File: config.mk
export PLATFORM = sky130hd
export DESIGN_NAME = modmul_sched
export DESIGN_NICKNAME = d
export VERILOG_FILES = /design/src/rtl/vp_modmul_pkg.sv /design/src/rtl/rr_arbiter.sv /design/src/rtl/modmul_sched.sv
export SDC_FILE = /design/constraint.sdc
export NUM_CORES = 1
export LEC_CHECK = 0
export ABC_CLOCK_PERIOD_IN_PS = 24400
export CAP_MARGIN = 40
export CORE_AREA = 2 2 559 561
export DETAILED_ROUTE_END_ITERATION = 6
export DIE_AREA = 0 0 561 563
export SKIP_LAST_GASP = 1
export SYNTH_ARGS = -nofsm -noshare
export SYNTH_HDL_FRONTEND = slang
export SYNTH_SLANG_ARGS = --single-unit
export TNS_END_PERCENT = 5
File: constraint.sdc
create_clock -name clk_i -period 24.4 [get_ports clk_i]
set_input_delay 4.88 -clock clk_i [delete_from_list [all_inputs] [get_ports clk_i]]
set_output_delay 4.88 -clock clk_i [all_outputs]
set_load 0.02 [all_outputs]
File: src/rtl/vp_modmul_pkg.sv
// Shared types for the modmul issue path.
//   MODMUL_LATENCY : pipeline depth of the instantiated modmul core
//   mm_req_t       : one modmul operation at the default 64-bit width
//   mm_tag_t       : in-flight tag {valid, requester id}, id wide enough for 8 requesters
package vp_modmul_pkg;

  localparam int unsigned MODMUL_LATENCY = 5;
  localparam int unsigned MM_DATA_W      = 64;
  localparam int unsigned MM_MWIDTH_W    = $clog2(MM_DATA_W);
  localparam int unsigned MM_ID_W        = 3;

  typedef struct packed {
    logic [MM_DATA_W-1:0]   opa;
    logic [MM_DATA_W-1:0]   opb;
    logic [MM_DATA_W-1:0]   mod;
    logic [MM_DATA_W-1:0]   imod;
    logic [MM_MWIDTH_W-1:0] mwidth;
  } mm_req_t;

  typedef struct packed {
    logic               v;
    logic [MM_ID_W-1:0] id;
  } mm_tag_t;

endpackage

File: src/rtl/rr_arbiter.sv
// Combinational round-robin arbiter.
//   req     : request vector
//   ptr     : index where the search starts (held by the parent)
//   gnt     : one-hot grant, zero when no request
//   gnt_idx : index of the granted request (0 when no grant)
module rr_arbiter #(
  parameter  int unsigned N  = 4,
  localparam int unsigned IW = (N > 1) ? $clog2(N) : 1
) (
  input  logic [N-1:0]  req,
  input  logic [IW-1:0] ptr,
  output logic [N-1:0]  gnt,
  output logic [IW-1:0] gnt_idx
);

  int unsigned idx;
  logic        found;

  always_comb begin
    gnt     = '0;
    gnt_idx = '0;
    found   = 1'b0;
    idx     = 0;
    for (int unsigned k = 0; k < N; k++) begin
      idx = (32'(ptr) + k) % N;
      if (!found && req[IW'(idx)]) begin
        found            = 1'b1;
        gnt[IW'(idx)]    = 1'b1;
        gnt_idx          = IW'(idx);
      end
    end
  end

endmodule

File: src/rtl/modmul_sched.sv
// Round-robin scheduler sharing one modmul pipeline among NREQ requesters.
//   clk_i, rst        : clock, async active-high reset
//   req_*_i / ready_o : per-requester operands and valid; ready is the combinational grant
//   mm_*_o            : registered issue port to the modmul core
//   mm_valid_i/res_i  : modmul result port, exactly LATENCY cycles after issue
//   rsp_valid_o/res_o : one-hot result strobe steered to the issuing requester
//   err_o             : sticky orphan-result / missing-result flag
module modmul_sched
  import vp_modmul_pkg::*;
#(
  parameter  int unsigned NREQ         = 4,
  parameter  int unsigned DATA_W       = 64,
  parameter  int unsigned LATENCY      = MODMUL_LATENCY,
  parameter  int unsigned MAX_INFLIGHT = 4,
  localparam int unsigned MW_W         = $clog2(DATA_W),
  localparam int unsigned ID_W         = $clog2(NREQ),
  localparam int unsigned CNT_W        = $clog2(MAX_INFLIGHT + 1)
) (
  input  logic                        clk_i,
  input  logic                        rst,
  input  logic [NREQ-1:0]             req_valid_i,
  output logic [NREQ-1:0]             req_ready_o,
  input  logic [NREQ-1:0][DATA_W-1:0] req_opa_i,
  input  logic [NREQ-1:0][DATA_W-1:0] req_opb_i,
  input  logic [NREQ-1:0][DATA_W-1:0] req_mod_i,
  input  logic [NREQ-1:0][DATA_W-1:0] req_imod_i,
  input  logic [NREQ-1:0][MW_W-1:0]   req_mwidth_i,
  output logic                        mm_valid_o,
  output logic [DATA_W-1:0]           mm_opa_o,
  output logic [DATA_W-1:0]           mm_opb_o,
  output logic [DATA_W-1:0]           mm_mod_o,
  output logic [DATA_W-1:0]           mm_imod_o,
  output logic [MW_W-1:0]             mm_mwidth_o,
  input  logic                        mm_valid_i,
  input  logic [DATA_W-1:0]           mm_res_i,
  output logic [NREQ-1:0]             rsp_valid_o,
  output logic [DATA_W-1:0]           rsp_res_o,
  output logic                        err_o
);

  typedef struct packed {
    logic [DATA_W-1:0] opa;
    logic [DATA_W-1:0] opb;
    logic [DATA_W-1:0] mod;
    logic [DATA_W-1:0] imod;
    logic [MW_W-1:0]   mwidth;
  } req_t;

  typedef struct packed {
    logic            v;
    logic [ID_W-1:0] id;
  } tag_t;

  logic [ID_W-1:0]  ptr;
  logic [CNT_W-1:0] cnt [NREQ];
  logic [NREQ-1:0]  elig, gnt, dec_oh, ret_oh;
  logic [ID_W-1:0]  gnt_idx;
  req_t             issue_q;
  logic             issue_v;
  logic [ID_W-1:0]  issue_id;
  tag_t             tag_pipe [LATENCY];
  tag_t             head;

  // Grant is blocked while in reset so no requester sees a handshake the registers ignore.
  always_comb begin
    elig = '0;
    for (int unsigned i = 0; i < NREQ; i++)
      elig[i] = req_valid_i[i] && (cnt[i] < CNT_W'(MAX_INFLIGHT)) && !rst;
  end

  rr_arbiter #(.N(NREQ)) u_arb (
    .req     (elig),
    .ptr     (ptr),
    .gnt     (gnt),
    .gnt_idx (gnt_idx)
  );

  assign req_ready_o = gnt;

  assign head   = tag_pipe[LATENCY-1];
  // A head tag frees its requester's slot whether or not the result showed up.
  assign dec_oh = head.v ? (NREQ'(1) << head.id) : '0;
  assign ret_oh = (head.v && mm_valid_i) ? (NREQ'(1) << head.id) : '0;

  always_ff @(posedge clk_i or posedge rst) begin
    if (rst) begin
      ptr      <= '0;
      issue_v  <= 1'b0;
      issue_q  <= '0;
      issue_id <= '0;
    end else begin
      issue_v <= |gnt;
      if (|gnt) begin
        ptr      <= (gnt_idx == ID_W'(NREQ - 1)) ? '0 : gnt_idx + ID_W'(1);
        issue_id <= gnt_idx;
        issue_q  <= '{opa:    req_opa_i[gnt_idx],
                      opb:    req_opb_i[gnt_idx],
                      mod:    req_mod_i[gnt_idx],
                      imod:   req_imod_i[gnt_idx],
                      mwidth: req_mwidth_i[gnt_idx]};
      end
    end
  end

  assign mm_valid_o  = issue_v;
  assign mm_opa_o    = issue_q.opa;
  assign mm_opb_o    = issue_q.opb;
  assign mm_mod_o    = issue_q.mod;
  assign mm_imod_o   = issue_q.imod;
  assign mm_mwidth_o = issue_q.mwidth;

  // Tag pipe shifts every cycle so its head aligns with mm_valid_i.
  always_ff @(posedge clk_i or posedge rst) begin
    if (rst) begin
      for (int unsigned i = 0; i < LATENCY; i++) tag_pipe[i] <= '0;
    end else begin
      tag_pipe[0] <= '{v: issue_v, id: issue_id};
      for (int unsigned i = 1; i < LATENCY; i++) tag_pipe[i] <= tag_pipe[i-1];
    end
  end

  always_ff @(posedge clk_i or posedge rst) begin
    if (rst) begin
      for (int unsigned i = 0; i < NREQ; i++) cnt[i] <= '0;
    end else begin
      for (int unsigned i = 0; i < NREQ; i++) begin
        if (gnt[i] && !dec_oh[i])
          cnt[i] <= cnt[i] + CNT_W'(1);
        else if (dec_oh[i] && !gnt[i] && cnt[i] != '0)
          cnt[i] <= cnt[i] - CNT_W'(1);
      end
    end
  end

  always_ff @(posedge clk_i or posedge rst) begin
    if (rst) begin
      rsp_valid_o <= '0;
      rsp_res_o   <= '0;
      err_o       <= 1'b0;
    end else begin
      rsp_valid_o <= ret_oh;
      if (|ret_oh) rsp_res_o <= mm_res_i;
      if (mm_valid_i != head.v) err_o <= 1'b1;
    end
  end

endmodule
After elaboration in Yosys (flattened, before gate mapping). Cells that the tools add are included.

Register bits after elaboration: 363. Input port bits: 1119. Output and inout bits: 336. Logic and storage cells: 154.

$add $sub $neg: 12. Order comparisons: 13. Equality and inequality tests: 2. Shifts and indexed selects: 1. Mux-type cells: 48. Bitwise operators: 3. Reductions and logical operators: 50.

Operator list (number): $bmux W64 S2 (4); $mux W64 (4); $logic_and A1 B1 Y1 (28); $mux W3 (8); $mux W4 (6); $lt A2 B3 Y1 const B (5); $add A3 B1 Y3 const B (4); $bmux W6 S2 (1); $logic_not A1 Y1 (12); $lt A3 B3 Y1 const B (4); $or A4 B4 Y4 (3); $reduce_bool A3 Y1 (4); $sub A3 B1 Y3 const B (4); $mux W1 (11); $mux W2 (5); $bmux W1 S2 (4); $demux W1 S2 (4); $ge A2 B1 Y1 const B (4); $reduce_bool A2 Y1 (4); $reduce_or A4 Y1 (2); $mux W6 (1); $add A2 B1 Y2 const B (2); $add A2 B2 Y2 const B (2); $shl A1 B2 Y4 const A (1); 2 further kinds (2).

Logic depth before layout (Yosys ltp). Gate-level depths: netlist of run 1.

Depth after elaboration: 20. Gate-level depth with buffers: 15. Gate-level depth less buffers: 12.

By module. Synthesis of run 1 repeated with hierarchy kept, for this count alone.

Cells, all modules: 1772. Area total of the unflattened synthesis: 20374.5 um^2.

By module, submodules not included: modmul_sched (instances 1, cells each 1726, area each 19955.4 um^2, seq. area each 9083.7 um^2); rr_arbiter (instances 1, cells each 46, area each 419.2 um^2, seq. area each 0.0 um^2).

Worst setup path before layout of run 1. OpenSTA, ideal clock, no wires.

Kind: input to output. From: input rst. To: output req_ready_o[0]. Arrival: 6642 ps. Required time: 19520 ps. Slack: 12878 ps. Stages on the path: 7. Buffers on the path: 2. Path through: buf_6 > nor4b_1 > nor2_1 > or3_1 > a211oi_1 > a221o_1 > buf_2.

Longest elaborated chain between the ends: 14. Elaborated cells on any way between the ends: 29. Those cells by class: 15 x mux; 3 x bitwise; 11 x reduce/logical.

Ends and longest elaborated chain: start, declared (RTL line modmul_sched.sv:20) `input logic rst,`; $logic_not A1 Y1 (no source line) *; $logic_and A1 B1 Y1 (RTL line modmul_sched.sv:68) `elig[i] = req_valid_i[i] && (cnt[i] < CNT_W'(MAX_INFLIGHT)) && !rst;`; $bmux W1 S2 (RTL line rr_arbiter.sv:26) `if (!found && req[IW'(idx)]) begin`; $mux W1 (not written as such) (RTL line rr_arbiter.sv:26); $mux W1 (RTL line rr_arbiter.sv:26); $logic_not A1 Y1 (RTL line rr_arbiter.sv:26); $logic_and A1 B1 Y1 (RTL line rr_arbiter.sv:26); $mux W1 (RTL line rr_arbiter.sv:26); $logic_not A1 Y1 (RTL line rr_arbiter.sv:26); $logic_and A1 B1 Y1 (RTL line rr_arbiter.sv:26); $mux W1 (RTL line rr_arbiter.sv:26); $logic_not A1 Y1 (RTL line rr_arbiter.sv:26); $logic_and A1 B1 Y1 (RTL line rr_arbiter.sv:26); $mux W4 * (RTL line rr_arbiter.sv:26); end, declared (RTL line modmul_sched.sv:22) `output logic [NREQ-1:0] req_ready_o,`.

Every way passes the cells marked *; elsewhere a longest branch is shown, timed or not. The select of a mux whose other input is x is not followed.

Final worst setup path of run 1. Ends and elaborated chain as after synthesis.

==> impl_metrics.toml, run 1 <==
[timing]
slew-limit-headroom_pct = 25.7
setup_ws_ps = 10900
grt_setup_unrepaired = "false"
period_needed_ps = 13500
fin_setup_tns_ps = 0
finalHoldViolCount = 0
final-setup-viol-count = 0
worstMarginPinSlew_ps = 1090
slew_viol_final = 0
worst_hold_slack_ps = 347
period_share_pct = 55.3
clock_skew_ps = 41.5
max_freq_mhz = 74.1

[clock_network]
cts_buffers = 55
postCtsSetupBuffers = 0
htree_levels = 2
clk_latency_ps = 720
ctsHoldBuffers = 0
clkTransAtPathRegs_ps = 60
cts_resized = 0
cts_tree = "yes"
clk_path_buf_depth = 3
cts_root_buf = "clkbuf_16"
clock_sinks = 363

[flow_run]
cap_violations = 0

[yosys]
syn_inst = 2440
yosysSeqAreaShare_pct = 38.4
ys_warn_count = 0
synth_top_area_share_pct = 38.4
yosysTopAreaCell = "dfrtp_1"
synth.most_common_cell = "nand2_1"
synth_cell_types = 53
syn_avg_cell_area_um2 = 9.71
ys.flop_type = "dfrtp_1"
synthTopCellsByArea = "dfrtp_1, mux2_4, a2111oi_0"
synth_fp_nets = 3573
synth_edf_count = 0
ys_async_sr_fraction_pct = 100
synth_seq_cells = 363
syn_area_um2 = 23700
ys_top_cells_by_count = "nand2_1, dfrtp_1, a31oi_1, and3_1, a2111oi_0"

[routing]
drc = 0
wl_um = 251000
postRouteAntennaNets = 0
vias_per_cell = 3.46
vias = 27747
avgRoutedWirePerCell_um = 31.3
drtIter0Drc = 1977
firstDrtPassIters = 5

[worst_setup_path]
critPathMaxFanout = 10
crit_arrival_ps = 8620
required_ps = 19520
crit_type = "input pin to output port"
critPathCaptureType = "output port"
setup.worst_path.start = "rst"
startpoint_type = "input pin"
r2r_start = "ptr[0]$_DFFE_PP0P_"

[global_route]
grtUsageMet3_pct = 7.19
grt_pass1_wl_um = 310000
track_usage_pct = 15.2
top_usage_layer = "met2"
grtUsageMet1_pct = 17.6
grt_pass1_vias = 27123
met2_usage_pct = 24.1
antenna_found_initial = 223
grt_max_degree = 92
grt-ovfl-total = 0

[placement]
hpwl_um = 216000
dp_cells = 7853
dp_slack_ps = 11020
gp_congestion = 1.00
io_buffers = 1454

[layout]
final_net_count = 4903
fill_cells = 35071
area_growth_pct = 91.4
multi_input_area_um2 = 13400
seqCellArea_um2 = 9080
drive_above_1_share_pct = 14.4
finalNonFillerCells = 8027

[hold_path]
hp-class = "flop to flop"
worstHoldStart = "tag_pipe[3]$_DFF_PP0_"

[pwr]
p_total_mw = 1.69
ir_drop_mv = 0.0551
p_per_area_nw_per_um2 = 37.3
leakage_nw = 17.7

[status]
run_status = "complete, no violations"

[floorplan]
io_pins = 1455
dieWidth_um = 561
initial_utilization_pct = 7.63
row_count = 205
core_um2 = 310000
die-area_um2 = 316000
die_height_um = 563
-- final timing paths --
path | cells after the start | end | slack (ps)
worst max-delay path | 7 | req_ready_o[0] | 10900
worst min-delay path | 0 | head[0]$_DFF_PP0_ | 350
worst max register to register | 10 | mm_mod_o[8]$_DFFE_PP0P_ | 17620
worst min register to register | 0 | head[0]$_DFF_PP0_ | 350
max in group asynchronous | 5 | rsp_res_o[24]$_DFFE_PP0P_ | 16820
min in group asynchronous | 2 | rsp_valid_o[2]$_DFF_PP0_ | 4850
-- report_power, final --
part,switching [mW],total (mW),leakage [nW],internal (mW)
logic,0.0640,0.235,11.8,0.171
registers,0.00000000000000000197,0.602,5.03,0.602
clock network,0.363,0.853,0.895,0.490
total,0.427,1.69,17.7,1.26
-- metrics by stage --
step	utilization [%]	area [um2]
CTS	14.5	45100
detailed placement	13.9	43300
floorplan	-	23700
global route	14.6	45200
finish	14.6	45300
global placement	13.8	42800
-- registers in the layout, indices dropped and copies added (netlist names) --
name,count
mm_imod_o,64
mm_mod_o,64
mm_opa_o,64
mm_opb_o,64
rsp_res_o,64
cnt,12
tag_pipe,12
mm_mwidth_o,6
rsp_valid_o,4
head,3
issue_id,2
ptr,2
err_o,1
mm_valid_o,1
-- per-layer routing --
metal / vias to the layer above / routed length [um] / part of all wire [%]
met5: - / 1110 / 0.44
met4: 170 / 11800 / 4.7
met3: 521 / 30800 / 12
met2: 1704 / 111000 / 44
met1: 13399 / 96500 / 38
li1: 11953 / - / -
-- cells by family after synthesis --
kind of cell               after synthesis  share of synthesized area (%)
AOI/OAI and AO/OA                      560                           17.8
xor gates and xnor gates                 4                          0.148
adders and majority gates               14                          0.867
buffers and inverters                  287                           5.47
DFF                                    363                           38.4
muxes                                  356                           20.5
and+or+nand+nor                        856                           16.9
-- placed cells by master, fill, tap and decap left out, drive strengths merged, types with 12 or more instances in the layout --
cell / count
clkbuf: 79
a31oi: 263
and3: 263
nor2: 21
inv: 12
buf: 100
a2111oi: 262
mux2: 342
mux2i: 14
clkdlybuf4s50: 1450
dfrtp: 363
nand2: 538
diode: 74
-- critical path, stage by stage --
cell             delay, ps
clkdlybuf4s50_1        660
nor4b_1                510
nor2_1                 230
or3_1                  350
a211oi_1               640
a221o_1                630
clkdlybuf4s50_1        710
-- layout make-up --
cell class              instances  area share [%]
multi-input cells            1790            29.6
flip-flops and latches        363            20.0
well taps                    4140            11.4
inverters                       8          0.0994
clock buffers                  79            3.57
repair buffers               1552            34.4
diodes                         74           0.409
clock inverters                21           0.505
(Power assumes the default switching activity.)
==> run 2: changes to the inputs <==
--- a/config.mk
+++ b/config.mk
@@ -5,7 +5,7 @@
 export SDC_FILE = /design/constraint.sdc
 export NUM_CORES = 1
 export LEC_CHECK = 0
-export ABC_CLOCK_PERIOD_IN_PS = 24400
+export ABC_CLOCK_PERIOD_IN_PS = 12000
 export CAP_MARGIN = 40
 export CORE_AREA = 2 2 559 561
 export DETAILED_ROUTE_END_ITERATION = 6
==> constraint.sdc (replaced) <==
create_clock -name clk_i -period 12 [get_ports clk_i]
set_input_delay 2.4 -clock clk_i [delete_from_list [all_inputs] [get_ports clk_i]]
set_output_delay 2.4 -clock clk_i [all_outputs]
set_load 0.02 [all_outputs]
==> run 2 against run 1 <==
  * Combinational power rose by 100%
  * Die area unchanged
  * Non-clock buffer count fell by 16
  * Largest cell class unchanged
==> impl_metrics.toml, run 2 (same netlist as run 1, synthesis figures left out) <==
[routing]
vias_per_cell = 3.53
avgRoutedWirePerCell_um = 31.9
drtIter0Drc = 2206
postRouteAntennaNets = 0
vias = 28452
firstDrtPassIters = 5
wl_um = 257000
drc = 0

[floorplan]
core_um2 = 310000
die-area_um2 = 316000
io_pins = 1455
dieWidth_um = 561
die_height_um = 563
initial_utilization_pct = 7.63
row_count = 205

[placement]
io_buffers = 1454
dp_slack_ps = 3770
hpwl_um = 219000
gp_congestion = 0.987

[pwr]
p_per_area_nw_per_um2 = 76.3
leakage_nw = 17.7
ir_drop_mv = 0.114

[flow_run]
cap_violations = 0

[timing]
slew_viol_final = 0
worstMarginPinSlew_ps = 1050
fin_setup_tns_ps = 0
worst_hold_slack_ps = 347
grt_setup_unrepaired = "false"
period_needed_ps = 8330
slew-limit-headroom_pct = 29.7
max_freq_mhz = 120
clock_skew_ps = 30.9
period_share_pct = 69.4
setup_ws_ps = 3670
finalHoldViolCount = 0
final-setup-viol-count = 0

[global_route]
grt-ovfl-total = 0
grt_max_degree = 139
antenna_found_initial = 257
grt_pass1_wl_um = 315000
track_usage_pct = 15.5
grt_pass1_vias = 26993

[layout]
final_common_cell = "clkdlybuf4s50_1"
layout_common_cells = "clkdlybuf4s50_1, nand2_1, dfrtp_1, and3_1, a31oi_1"
final_core_util_pct = 14.6
final_net_count = 4887
area_growth_pct = 91.6
drive_above_1_share_pct = 14.1
fill_cells = 35113

[status]
run_status = "complete, no violations"

[worst_setup_path]
crit_arrival_ps = 5930
r2r_slack_ps = 6390
critPathCaptureType = "output port"
crit_type = "input pin to output port"
startpoint_type = "input pin"
critPathMaxFanout = 10
required_ps = 9600

[clock_network]
clkTransAtPathRegs_ps = 60
clock_sinks = 363
ctsHoldBuffers = 0
clk_latency_ps = 730
cts_tree = "yes"
htree_levels = 2
clk_path_buf_depth = 3
cts_buffers = 55
postCtsSetupBuffers = 0
cts_root_buf = "clkbuf_16"
cts_resized = 0

[hold_path]
hp-class = "flop to flop"
## run 2: changes by cell type in the layout (fill, tap and decap cells not counted), sizes merged
cell           change
diode             +56
clkbuf            -10
clkinv            +10
clkdlybuf4s15      -1
bufinv             +1
clkinvlp           +1
clkdlybuf4s50      +1
buf               -16
## run 2: layout make-up
cell class | instances | area, um2 | area share (%)
Clock buffer | 69 | 1530 | 3.37
Inverter | 8 | 41.3 | 0.0910
Antenna cell | 130 | 325 | 0.717
Tap cell | 4140 | 5180 | 11.4
Sequential cell | 363 | 9080 | 20.0
Multi-Input combinational cell | 1790 | 13400 | 29.5
Clock inverter | 33 | 352 | 0.775
Timing Repair Buffer | 1536 | 15500 | 34.1
## run 2: final timing paths
kind / endpoint / cells past startpoint / startpoint
max: req_ready_o[0] / 7 / rst
min: tag_pipe[5]$_DFF_PP0_ / 0 / tag_pipe[8]$_DFF_PP0_
min in group asynchronous: cnt[2]$_DFFE_PP0P_ / 2 / rst
min reg2reg: tag_pipe[5]$_DFF_PP0_ / 0 / tag_pipe[8]$_DFF_PP0_
max in group asynchronous: mm_opb_o[1]$_DFFE_PP0P_ / 4 / rst
max reg2reg: mm_mod_o[16]$_DFFE_PP0P_ / 11 / ptr[0]$_DFFE_PP0P_
## run 2: stage by stage
stage / cells / power [mW] / instance area (um2)
3_5_place_dp: 7837 / 1.72 / 43200
4_1_cts: 7939 / 3.57 / 45000
6_report: 8069 / 3.46 / 45400
2_1_floorplan: 2440 / 1.32 / 23700
5_1_grt: 7988 / 3.61 / 45200
3_3_place_gp: 7806 / 1.72 / 42800
## run 2: worst max-delay path: stages
cell	delay [ps]
clkdlybuf4s50_1	600
nor4b_1	490
nor2_1	220
or3_1	340
a211oi_1	590
a221o_1	560
clkdlybuf4s50_1	720
## run 2: routing by layer
metal / wire length, um / track usage, %
met1: 99000 / 17.9
met5: 1090 / 0
met2: 110000 / 24.1
met4: 13200 / 6.29
met3: 33500 / 8.01
## run 2: power by group
group / switching (mW) / internal, mW
Clock: 0.763 / 0.996
Sequential: 0.00000000000000000399 / 1.22
Combinational: 0.130 / 0.348
